$ cat src/rtl/instr_loader_if.sv
// rtl/instr_loader_if.sv - byte stream valid/ready bundle feeding the instruction loader
interface instr_loader_if;
    logic       byte_valid;
    logic [7:0] byte_data;
    logic       byte_ready;

    modport master (
        output byte_valid,
        output byte_data,
        input  byte_ready
    );

    modport slave (
        input  byte_valid,
        input  byte_data,
        output byte_ready
    );
endinterface

$ cat src/rtl/instr_loader.sv
// rtl/instr_loader.sv - framed byte stream to 16-bit instruction memory writer
module instr_loader #(
    parameter int         ADDR_W    = 4,
    parameter int         DEPTH     = 16,
    parameter logic [7:0] SYNC_BYTE = 8'hA5
) (
    input  logic              clk,
    input  logic              rst,
    instr_loader_if.slave     bs,
    output logic              mem_we,
    output logic [ADDR_W-1:0] mem_addr,
    output logic [15:0]       mem_wdata,
    output logic              hold_cpu,
    output logic              busy,
    output logic              load_done,
    output logic              load_err,
    output logic [ADDR_W:0]   word_count
);

    typedef enum logic [2:0] {
        S_IDLE,
        S_CNT,
        S_HI,
        S_LO,
        S_WR,
        S_CHK
    } state_t;

    localparam logic [7:0]        DEPTH_B  = 8'(DEPTH);
    localparam logic [ADDR_W:0]   WC_ONE   = {{ADDR_W{1'b0}}, 1'b1};
    localparam logic [ADDR_W-1:0] ADDR_ONE = {{(ADDR_W-1){1'b0}}, 1'b1};

    state_t            state_q, state_d;
    logic [ADDR_W:0]   n_q, n_d;
    logic [7:0]        hi_q, hi_d;
    logic [7:0]        sum_q, sum_d;
    logic              mem_we_q, mem_we_d;
    logic [ADDR_W-1:0] mem_addr_q, mem_addr_d;
    logic [15:0]       mem_wdata_q, mem_wdata_d;
    logic              hold_cpu_q, hold_cpu_d;
    logic              load_done_q, load_done_d;
    logic              load_err_q, load_err_d;
    logic [ADDR_W:0]   word_count_q, word_count_d;
    logic [ADDR_W:0]   word_count_inc;
    logic              accept;

    assign bs.byte_ready  = (state_q != S_WR);
    assign busy           = (state_q != S_IDLE);
    assign accept         = bs.byte_valid && bs.byte_ready;
    assign word_count_inc = word_count_q + WC_ONE;

    always_comb begin
        state_d      = state_q;
        n_d          = n_q;
        hi_d         = hi_q;
        sum_d        = sum_q;
        mem_we_d     = 1'b0;
        mem_addr_d   = mem_addr_q;
        mem_wdata_d  = mem_wdata_q;
        hold_cpu_d   = hold_cpu_q;
        load_done_d  = 1'b0;
        load_err_d   = load_err_q;
        word_count_d = word_count_q;

        case (state_q)
            S_IDLE: begin
                if (accept && bs.byte_data == SYNC_BYTE) begin
                    state_d      = S_CNT;
                    load_err_d   = 1'b0;
                    word_count_d = '0;
                    sum_d        = '0;
                    hold_cpu_d   = 1'b1;
                end
            end
            S_CNT: begin
                if (accept) begin
                    if (bs.byte_data == 8'd0 || bs.byte_data > DEPTH_B) begin
                        state_d    = S_IDLE;
                        load_err_d = 1'b1;
                        hold_cpu_d = 1'b0;
                    end else begin
                        n_d        = bs.byte_data[ADDR_W:0];
                        mem_addr_d = '0;
                        state_d    = S_HI;
                    end
                end
            end
            S_HI: begin
                if (accept) begin
                    hi_d    = bs.byte_data;
                    sum_d   = sum_q + bs.byte_data;
                    state_d = S_LO;
                end
            end
            S_LO: begin
                if (accept) begin
                    mem_wdata_d = {hi_q, bs.byte_data};
                    sum_d       = sum_q + bs.byte_data;
                    mem_we_d    = 1'b1;
                    state_d     = S_WR;
                end
            end
            S_WR: begin
                word_count_d = word_count_inc;
                // The last word keeps its address so mem_addr stays within 0..N-1.
                if (word_count_inc == n_q) begin
                    state_d = S_CHK;
                end else begin
                    mem_addr_d = mem_addr_q + ADDR_ONE;
                    state_d    = S_HI;
                end
            end
            S_CHK: begin
                if (accept) begin
                    if (bs.byte_data == sum_q) begin
                        load_done_d = 1'b1;
                    end else begin
                        load_err_d = 1'b1;
                    end
                    hold_cpu_d = 1'b0;
                    state_d    = S_IDLE;
                end
            end
            default: begin
                state_d    = S_IDLE;
                hold_cpu_d = 1'b0;
            end
        endcase
    end

    always_ff @(posedge clk) begin
        if (!rst) begin
            state_q      <= S_IDLE;
            n_q          <= '0;
            hi_q         <= '0;
            sum_q        <= '0;
            mem_we_q     <= 1'b0;
            mem_addr_q   <= '0;
            mem_wdata_q  <= '0;
            hold_cpu_q   <= 1'b0;
            load_done_q  <= 1'b0;
            load_err_q   <= 1'b0;
            word_count_q <= '0;
        end else begin
            state_q      <= state_d;
            n_q          <= n_d;
            hi_q         <= hi_d;
            sum_q        <= sum_d;
            mem_we_q     <= mem_we_d;
            mem_addr_q   <= mem_addr_d;
            mem_wdata_q  <= mem_wdata_d;
            hold_cpu_q   <= hold_cpu_d;
            load_done_q  <= load_done_d;
            load_err_q   <= load_err_d;
            word_count_q <= word_count_d;
        end
    end

    assign mem_we     = mem_we_q;
    assign mem_addr   = mem_addr_q;
    assign mem_wdata  = mem_wdata_q;
    assign hold_cpu   = hold_cpu_q;
    assign load_done  = load_done_q;
    assign load_err   = load_err_q;
    assign word_count = word_count_q;

endmodule

$ cat src/flat_wrapper.sv
// flat-port wrapper written by rule: the top's interface ports become plain ports
module instr_loader_flat 
#(
    parameter int         ADDR_W    = 4,
    parameter int         DEPTH     = 16,
    parameter logic [7:0] SYNC_BYTE = 8'hA5
)
  (clk, rst, mem_we, mem_addr, mem_wdata, hold_cpu, busy, load_done, load_err, word_count, bs_byte_valid, bs_byte_data, bs_byte_ready);
  instr_loader_if bs_i ();
  input  logic clk;
  input  logic rst;
  output logic mem_we;
  output logic [ADDR_W-1:0] mem_addr;
  output logic [15:0] mem_wdata;
  output logic hold_cpu;
  output logic busy;
  output logic load_done;
  output logic load_err;
  output logic [ADDR_W:0] word_count;
  input wire logic [$bits(bs_i.byte_valid)-1:0] bs_byte_valid;
  input wire logic [$bits(bs_i.byte_data)-1:0] bs_byte_data;
  output wire logic [$bits(bs_i.byte_ready)-1:0] bs_byte_ready;
  assign bs_i.byte_valid = bs_byte_valid;
  assign bs_i.byte_data = bs_byte_data;
  assign bs_byte_ready = bs_i.byte_ready;
  instr_loader #(.ADDR_W(ADDR_W), .DEPTH(DEPTH), .SYNC_BYTE(SYNC_BYTE)) u_core (.clk(clk), .rst(rst), .bs(bs_i), .mem_we(mem_we), .mem_addr(mem_addr), .mem_wdata(mem_wdata), .hold_cpu(hold_cpu), .busy(busy), .load_done(load_done), .load_err(load_err), .word_count(word_count));
endmodule
$ cat config.mk
export PLATFORM = sky130hd
export DESIGN_NAME = instr_loader_flat
export DESIGN_NICKNAME = d
export VERILOG_FILES = /design/src/rtl/instr_loader_if.sv /design/src/rtl/instr_loader.sv /design/src/flat_wrapper.sv
export SDC_FILE = /design/constraint.sdc
export NUM_CORES = 1
export LEC_CHECK = 0
export ABC_AREA = 1
export ABC_CLOCK_PERIOD_IN_PS = 2100
export BUFFER_PORTS_ARGS = -buffer_cell sky130_fd_sc_hd__buf_4
export CORE_AREA = 2 2 82 65
export DETAILED_ROUTE_END_ITERATION = 8
export DIE_AREA = 0 0 84 67
export PLACE_DENSITY = 0.75
export SLEW_MARGIN = 40
export SYNTH_ARGS = -nofsm -noshare
export SYNTH_HDL_FRONTEND = slang
export SYNTH_SLANG_ARGS = --single-unit
$ cat constraint.sdc
create_clock -name clk -period 2.1 [get_ports clk]
set_clock_uncertainty 0.1 [all_clocks]
set_input_delay 0.42 -clock clk [delete_from_list [all_inputs] [get_ports clk]]
set_output_delay 0.42 -clock clk [all_outputs]
set_load 0.05 [all_outputs]
==> results of run 1 <==
-- state kept, by name, summed over array words and instances, names as in the netlist --
| register | flops |
|---|---|
| u_core.load_done | 1 |
| u_core.word_count | 5 |
| u_core.load_err | 1 |
| u_core.mem_wdata | 16 |
| u_core.sum_q | 8 |
| u_core.state_q | 3 |
| u_core.mem_we | 1 |
| u_core.mem_addr | 4 |
| u_core.n_q | 5 |
| u_core.hold_cpu | 1 |
| u_core.hi_q | 8 |
-- cell type report --
type / count / area share
Clock buffer: 5 / 0.02250
Clock inverter: 2 / 0.01146
Inverter: 43 / 0.05360
Multi-Input combinational cell: 254 / 0.4304
Sequential cell: 53 / 0.3470
Tap cell: 60 / 0.02455
Timing Repair Buffer: 45 / 0.1105
-- cell families (layout without fill, tap and decap cells) --
| kind of cell | Yosys count | count (layout) | synth area share |
|---|---|---|---|
| flops | 53 | 53 | 0.4073 |
| buf+inv | 54 | 95 | 0.08741 |
| compound gates | 87 | 87 | 0.1724 |
| fa+ha+maj | 10 | 10 | 0.05091 |
| xor+xnor | 2 | 2 | 0.006726 |
| simple gates | 155 | 155 | 0.2752 |
-- critical path, cell delays in order, from the launching register on --
cell	delay, ns
sky130_fd_sc_hd__dfxtp_1	0.38
sky130_fd_sc_hd__nor2_1	0.16
sky130_fd_sc_hd__inv_1	0.07
sky130_fd_sc_hd__nor2_1	0.23
sky130_fd_sc_hd__inv_1	0.07
sky130_fd_sc_hd__buf_4	0.19
-- power groups by stage --
stage | logic, mW | clock network [mW] | registers, mW
5_1_grt | 0.901 | 0.725 | 1.14
4_1_cts | 0.813 | 0.685 | 1.13
3_3_place_gp | 0.802 | 0 | 1.15
6_report | 0.812 | 0.672 | 1.13
2_1_floorplan | 0.519 | 0 | 1.23
3_5_place_dp | 0.810 | 0 | 1.15
-- worst min path at each step --
stage	startpoint	end	slack (ns)	cells past startpoint
final	bs_byte_data[7]	u_core.hi_q[7]$_SDFFE_PN0P_	0.29	3
after CTS	bs_byte_data[7]	u_core.hi_q[7]$_SDFFE_PN0P_	0.29	3
after global routing	bs_byte_data[7]	u_core.hi_q[7]$_SDFFE_PN0P_	0.31	3
after global placement	u_core.hi_q[5]$_SDFFE_PN0P_	u_core.mem_wdata[13]$_SDFFE_PN0P_	0.34	2
after detailed placement	u_core.hi_q[6]$_SDFFE_PN0P_	u_core.hi_q[6]$_SDFFE_PN0P_	0.35	2
after floorplan	u_core.hi_q[6]$_SDFFE_PN0P_	u_core.mem_wdata[14]$_SDFFE_PN0P_	0.33	2
-- routing by layer --
metal | vias to the layer above | part of all wire | global-route usage
met3 | 10 | 0.052 | 0.04089
met5 | - | 0 | 0
met4 | 0 | 0.011 | 0.06048
met1 | 1095 | 0.49 | 0.2957
met2 | 57 | 0.45 | 0.3770
li1 | 1284 | - | -
-- synth_stat cells (2+ instances only) --
cell type and number:
sky130_fd_sc_hd__nand3_1 38, sky130_fd_sc_hd__a21oi_1 44, sky130_fd_sc_hd__dfxtp_1 53, sky130_fd_sc_hd__o21ai_1 7, sky130_fd_sc_hd__nand3b_1 2, sky130_fd_sc_hd__nand4_1 4, sky130_fd_sc_hd__ha_1 9, sky130_fd_sc_hd__a31oi_1 2
sky130_fd_sc_hd__buf_6 2, sky130_fd_sc_hd__buf_2 3, sky130_fd_sc_hd__nand2_4 2, sky130_fd_sc_hd__clkbuf_1 4, sky130_fd_sc_hd__inv_1 37, sky130_fd_sc_hd__nor3_1 3, sky130_fd_sc_hd__inv_2 4, sky130_fd_sc_hd__o21ai_0 30
sky130_fd_sc_hd__nand2_2 3, sky130_fd_sc_hd__nand2_1 58, sky130_fd_sc_hd__nor2_1 38
==> results.md, run 1 <==
Global routing:
- The initial antenna violation count came to 0.
- The via count of the first global-routing pass was 2234.
- For this run, the total global-route usage over all layers was measured as 0.2229.
- Entering global routing, the biggest net connects 32 pins.
- The total grt overflow is 0.
- The global-route wire length before repair is 9998 um.

Route:
- After detailed routing, the total wire length is 5921 um.
- The number of optimization iterations in the first detailed-route pass is 4.
- The count of nets left with antenna violations once routing finished came out at 0.
- The routed length per instance is 12.82 um.
- The total number of vias is 2446.
- In the routed design, unresolved DRC markers number 0.
- Dividing the detail-routed via count by the number of cells gives 5.294.
- In this run, the number of DRC markers left after iteration 0 of detailed routing was 146.

Synth:
- Yosys mapped the design onto 37 distinct sky130hd cell types.
- The synthesized design contains 0 enable-type register cells.
- Among all flip-flop cells after synthesis, the most frequent one is sky130_fd_sc_hd__dfxtp_1.
- The post-synthesis area per instance is 7.216 um2.
- The biggest area consumer among synthesized cells is sky130_fd_sc_hd__dfxtp_1.
- The number of nets in the synthesized netlist is 382.
- After synthesis the cells add up to 2605 um2.
- Of the synthesized area, sequential elements account for 0.4073.
- Yosys printed 0 warnings.
- The area share of the largest cell type after synthesis is 0.4073.
- After synthesis, the share of flip-flops with an asynchronous set or reset is 0.
- The post-synthesis sequential element count is 53.
- Sorting the synthesized cells by area gives the leading types as sky130_fd_sc_hd__dfxtp_1 (41%), sky130_fd_sc_hd__a21oi_1 (8.5%), sky130_fd_sc_hd__nand2_1 (8.4%).
- The instance count of the mapped netlist is 361.

Critical path:
- The length in cells of the worst reg-to-reg path is 12.
- The nature of the critical path startpoint is a register.
- The data required time at the worst endpoint is 1.58 ns.
- The arrival time of the worst setup path is 1.41 ns.
- The critical path startpoint is u_core.state_q[2]$_SDFFE_PN0P_.
- Along the worst path, the maximum fanout reaches 5.
- The worst reg2reg path startpoint is u_core.word_count[0]$_SDFFE_PN0P_.
- The critical path endpoint category is a primary output.
- The end point of the critical path is busy.
- The endpoint identified for the worst register-to-register timing path is u_core.mem_addr[2]$_SDFFE_PN0P_.
- The critical path in this run is classified as register to primary output.
- The register-to-register path setup slack is 0.26 ns.

Clock tree:
- In this run the clock root is driven by a sky130_fd_sc_hd__clkbuf_8.
- After clock tree synthesis, the flow added hold-fix buffers numbering 0.
- TritonCTS built the clock tree.
- The H-tree depth is 2.
- The clock drives 53 sinks.
- The total CTS buffers is 5.
- Clock-pin slew was measured on the worst setup and hold paths at 0.09 ns.
- The clock network latency to the later pin of the worst-skew pair is 0.30 ns.
- The post-CTS setup buffer count is 0.
- After clock tree synthesis, the repair step resized 0 gates.
- The maximum clock path buffer count is 2.

Placement:
- Port buffering added 41 buffers.
- The placed standard-cell area is 2954 um2.
- The routability congestion estimate from global placement is 0.9461.
- The placement-stage worst setup slack is 0.1252 ns.
- In this run, placement finished with an instance count of 455.
- The detailed placer's ending HPWL is 4326 um.

Layout:
- For this run, the share of the core covered by cells in the final layout is 0.6421.
- Summing all multi-input logic gate instances after layout gives 1316 um2.
- Relative to the synthesized area, the layout overhead comes to 17.39%.
- In the final layout, the share of cells above drive strength 1 is 0.1692.
- Summing all flip-flop and latch instances after layout gives 1061 um2.
- After routing the design area is 3058 um2.
- The post-route non-filler standard cell count is 462.
- The net count of the finished layout is 423.
- Leaving out fill and tap cells, the most frequent cell in the layout is sky130_fd_sc_hd__nand2_1.
- The number of inserted filler cells in the final layout is 452.
- The antenna diode count is 0.
- The top cell types in the final layout, fill and taps aside, are sky130_fd_sc_hd__nand2_1 (58), sky130_fd_sc_hd__dfxtp_1 (53), sky130_fd_sc_hd__buf_4 (45).

STA:
- Static timing analysis puts the maximum clock frequency at 0.5192 GHz.
- The minimum period implied by the final worst setup slack is 1.926 ns.
- Setup total negative slack on the finished layout was measured at 0 ns.
- Setup repair after global routing left no endpoint under its margin.
- Final hold analysis gives a worst-case slack of 0.2932 ns.
- Headroom to the max-slew limit came out at 0.7675.
- In the finished design, the share of the clock period the worst path needs comes to 0.9171.
- The slew at the pin closest to its max-slew limit is 0.3484 ns.
- The number of hold violations in the final report was 0.
- The final critical-path setup slack is 0.1741 ns.
- The final number of max-transition violations is 0.
- The total of endpoints with negative setup slack in the final report is 0.

Pwr:
- The leakage power summed over all cells is 1.365 nW.
- The share of total power dissipated in the clock network is 0.257.
- Of the total power, the share spent switching nets is 0.3667.
- The share of total power dissipated in combinational logic is 0.310.
- The worst voltage drop across the vdd grid is 567.5 uV.
- Of the total power, registers draw 0.433.
- The power per unit of standard cell area is 855.8 nW/um2.
- Overall power consumption after layout is estimated at 2.617 mW.
- For this design the total switching power over the nets is 0.9598 mW.
- Internal power comes to 1.657 mW.

Floorplanning:
- In this run the core area contains 22 standard-cell rows.
- From left edge to right edge, the die measures 84 um.
- The die covers 5628 um2.
- The total area inside the core boundary comes to 4762 um2.
- The floorplan die height is 67 um.
- For this design the top-level I/O count stands at 42.
- The initial core utilization is 0.5470.

Run:
- The total of max-cap violations is 0.

Status:
- The flow ran to the end, and the final reports show no timing, DRC or antenna violations.

Hold path:
- The min-delay analysis places its worst path in the category primary input to register.
Power figures use the tool's default switching activity.
==> run 2, diff against run 1 <==
--- a/config.mk
+++ b/config.mk
@@ -5,13 +5,12 @@
 export SDC_FILE = /design/constraint.sdc
 export NUM_CORES = 1
 export LEC_CHECK = 0
-export ABC_AREA = 1
 export ABC_CLOCK_PERIOD_IN_PS = 2100
 export BUFFER_PORTS_ARGS = -buffer_cell sky130_fd_sc_hd__buf_4
-export CORE_AREA = 2 2 82 65
+export CORE_AREA = 2 2 84 66
 export DETAILED_ROUTE_END_ITERATION = 8
-export DIE_AREA = 0 0 84 67
-export PLACE_DENSITY = 0.75
+export DIE_AREA = 0 0 86 68
+export PLACE_DENSITY = 0.76
 export SLEW_MARGIN = 40
 export SYNTH_ARGS = -nofsm -noshare
 export SYNTH_HDL_FRONTEND = slang
==> run 2 against run 1 <==
  * First-iteration DRC count decreased by 5.5%
  * Via count increased by 1.9%
  * Critical path depth decreased by 1
  * Power decreased by 35%
  * Design area increased by 11%
  * Global-route usage increased by 1.4 points
  * Clock power decreased by 11%
  * Combinational power decreased by 87%
  * Hold slack improved by 0.0045 ns
==> results.md, run 2 <==
Synth:
- For this run, the register share of the synthesized area comes to 0.3820.
- The number of warning messages in the yosys log is 0.
- After synthesis, the netlist uses 54 different library cells.
- The synthesized net count is 349.
- By instance count, the leading cell after synthesis is sky130_fd_sc_hd__nand2_1.
- The post-synthesis cell area is 2778 um2.
- The largest total area in the synthesized netlist belongs to sky130_fd_sc_hd__dfxtp_1.
- The area share of the largest cell type after synthesis is 0.3820.
- Ranked by instance count, the synthesized netlist is headed by sky130_fd_sc_hd__nand2_1 (61), sky130_fd_sc_hd__dfxtp_1 (53), sky130_fd_sc_hd__a21boi_0 (22).
- Synthesis inferred 53 register bits.
- The instance count of the mapped netlist is 328.
- The number of synthesized flops with an enable pin is 0.
- The most frequently used flop master after synthesis is sky130_fd_sc_hd__dfxtp_1.
- The post-synthesis async set-or-reset flop share is 0.
- A synthesized cell averages 8.468 um2.
- Yosys attributes the largest share of cell area to sky130_fd_sc_hd__dfxtp_1 (38%), sky130_fd_sc_hd__nand2_1 (8.2%), sky130_fd_sc_hd__a21boi_0 (5.9%).

Global routing:
- The total grt overflow is 0.
- For this run, the total global-route usage over all layers was measured as 0.2368.
- The initial antenna violation count came to 0.
- The via count of the first global-routing pass is 2279.
- Entering global routing, the biggest net connects 64 pins.
- The global-route wire length before repair is 10820 um.

Critical path:
- The worst-path maximum fanout is 8.
- At the worst endpoint, the required time is 1.58 ns.
- The classification of the worst setup path is register to primary output.
- The arrival time of the worst setup path is 1.48 ns.
- The worst setup path is launched from a register.
- The critical path endpoint category is a primary output.

STA:
- The number of hold violations in the final report is 0.
- The final clock period utilization by the worst path is 0.9517.
- The final number of max-transition violations was 0.
- The setup TNS after final layout is 0 ns.
- The minimum period implied by the final worst setup slack is 1.999 ns.
- Setup repair after global routing left no endpoint under its margin.
- The worst pin sits at a relative slew slack of 0.6322.
- The slew at the pin closest to its max-slew limit is 0.5517 ns.
- The timing-limited maximum frequency is 0.5004 GHz.
- The worst hold-check slack is 0.2977 ns.
- The total of endpoints with negative setup slack in the final report is 0.
- Once routing completed, OpenROAD measured the worst setup slack at 0.1015 ns.

Pwr:
- The design draws 1.710 mW.
- The analysis attributes to cell leakage a power of 1.415 nW.
- Power spread over the standard cell area amounts to 505.3 nW/um2.
- Across the VDD grid, the largest voltage drop is 380.6 uV.

Floorplanning:
- The initialized floorplan defines 23 standard-cell rows.
- In this run the count of I/O pins placed on the die edge is 42.
- The initial core utilization is 0.5453.
- The floorplan step set the die height to 68 um.
- The area of the die is 5848 um2.
- The core box area is 5094 um2.
- In this run the horizontal extent of the chip is 86 um.

Route:
- The DRC violation count after routing is 0.
- After the first detailed-routing iteration, the DRC count stood at 138.
- The count of nets left with antenna violations once routing finished came out at 0.
- For this block, the routed nets add up to 6677 um of wire.
- The routed layout has 2492 vias.
- The routed length per instance is 14.87 um.
- The first TritonRoute pass finished after 4 iterations.
- Dividing the detail-routed via count by the number of cells gives 5.550.

Hold path:
- The path class of the tightest hold or removal check is primary input to register.

Layout:
- The antenna diode count is 0.
- The layout-stage area growth over the synthesis result is 21.85%.
- The ratio of cells with drive above 1 in the final layout is 0.2455.
- At the end of the flow, the number of nets in the layout was 407.
- The register with the most flip-flops in the layout has 16 of them.
- The library cells used most frequently in the layout, excluding fill and tap cells, are sky130_fd_sc_hd__buf_4 (67), sky130_fd_sc_hd__nand2_1 (61), sky130_fd_sc_hd__dfxtp_1 (49).
- The finished layout holds 449 standard cells, fillers aside.
- Leaving out fill and tap cells, the most frequent cell in the layout is sky130_fd_sc_hd__buf_4.

Clock tree:
- The clock drives 53 sinks.
- The total CTS buffers is 5.
- The H-tree depth is 2.
- TritonCTS built the clock tree.
- The maximum clock path buffer count is 2.
- At the later pin of the worst-skew pair, clock insertion delay measures 0.32 ns.
- The clock-pin slew on the worst setup and hold paths is 0.11 ns.
- Post-CTS timing repair inserted 0 buffers for setup.
- CTS placed an instance of sky130_fd_sc_hd__clkbuf_8 at the clock tree root.

Status:
- The flow ran to the end, and the final reports show no timing, DRC or antenna violations.

Placement:
- The placement-stage worst setup slack is -0.08851 ns.
- The detailed placer's ending HPWL is 4826 um.
- Counting tap cells, the placed design contains a total of 441 instances.
- Input and output buffers added on the ports amount to 41.
- The routability congestion estimate from global placement is 0.8906.

Run:
- The total of max-cap violations is 0.
==> run 2: layout make-up <==
cell class | instances | area, um2
clock inverter | 2 | 13.76
inverter | 8 | 33.78
multi-input combinational | 251 | 1618
clock buffer | 6 | 72.57
fill | 441 | 1709
sequential | 53 | 1066
tap | 62 | 77.57
timing repair buffer | 67 | 503.0
==> run 2: metrics by stage <==
step                utilization  instance area [um2]
finish                   0.6645                 3385
global route             0.6645                 3385
CTS                      0.6618                 3371
detailed placement       0.6448                 3284
global placement         0.6448                 3284
floorplan                     -                 2780
==> run 2: critical path: stages (launching register included) <==
cell and delay [ns]:
sky130_fd_sc_hd__dfxtp_1 0.41, sky130_fd_sc_hd__nor2_1 0.11, sky130_fd_sc_hd__and2_1 0.20, sky130_fd_sc_hd__clkinvlp_4 0.20, sky130_fd_sc_hd__buf_4 0.24
==> run 2: power by group <==
| group | switching (mW) | internal [mW] |
|---|---|---|
| Combinational | 0.0590 | 0.0479 |
| Clock | 0.360 | 0.239 |
| Sequential | 0.000145 | 1.00 |
==> run 2: worst paths after layout <==
kind	start	to	slack, ns	cells past startpoint
max	u_core.state_q[1]$_SDFFE_PN0P_	bs_byte_ready	0.10	4
max reg2reg	u_core.sum_q[6]$_SDFFE_PN0P_	u_core.load_err$_SDFFE_PN0P_	0.11	5
min reg2reg	u_core.hi_q[1]$_SDFFE_PN0P_	u_core.hi_q[1]$_SDFFE_PN0P_	0.37	2
min	bs_byte_data[4]	u_core.mem_wdata[4]$_SDFFE_PN0P_	0.30	3
==> run 2: timing repair <==
action                     in CTS  in global routing
resized for setup               0                  5
setup endpoints to repair       0                  5
hold buffers                    0                  0
==> run 2: logic make-up (layout without fill, tap and decap cells) <==
kind of cell / count (synthesis) / in the layout / share of synthesized area
buf+inv: 24 / 83 / 0.03828
compound gates: 80 / 80 / 0.2023
simple gates: 144 / 144 / 0.2721
fa+ha+maj: 10 / 10 / 0.04775
mux: 9 / 9 / 0.03243
flops: 53 / 53 / 0.3820
xor+xnor: 8 / 8 / 0.02523
==> run 2: metal layers <==
| layer | wire length [um] | share of wire | GRT usage |
|---|---|---|---|
| met5 | 0 | 0 | 0 |
| met4 | 85 | 0.013 | 0.07540 |
| met3 | 388 | 0.058 | 0.03860 |
| met2 | 2845 | 0.43 | 0.3643 |
| met1 | 3357 | 0.50 | 0.3400 |
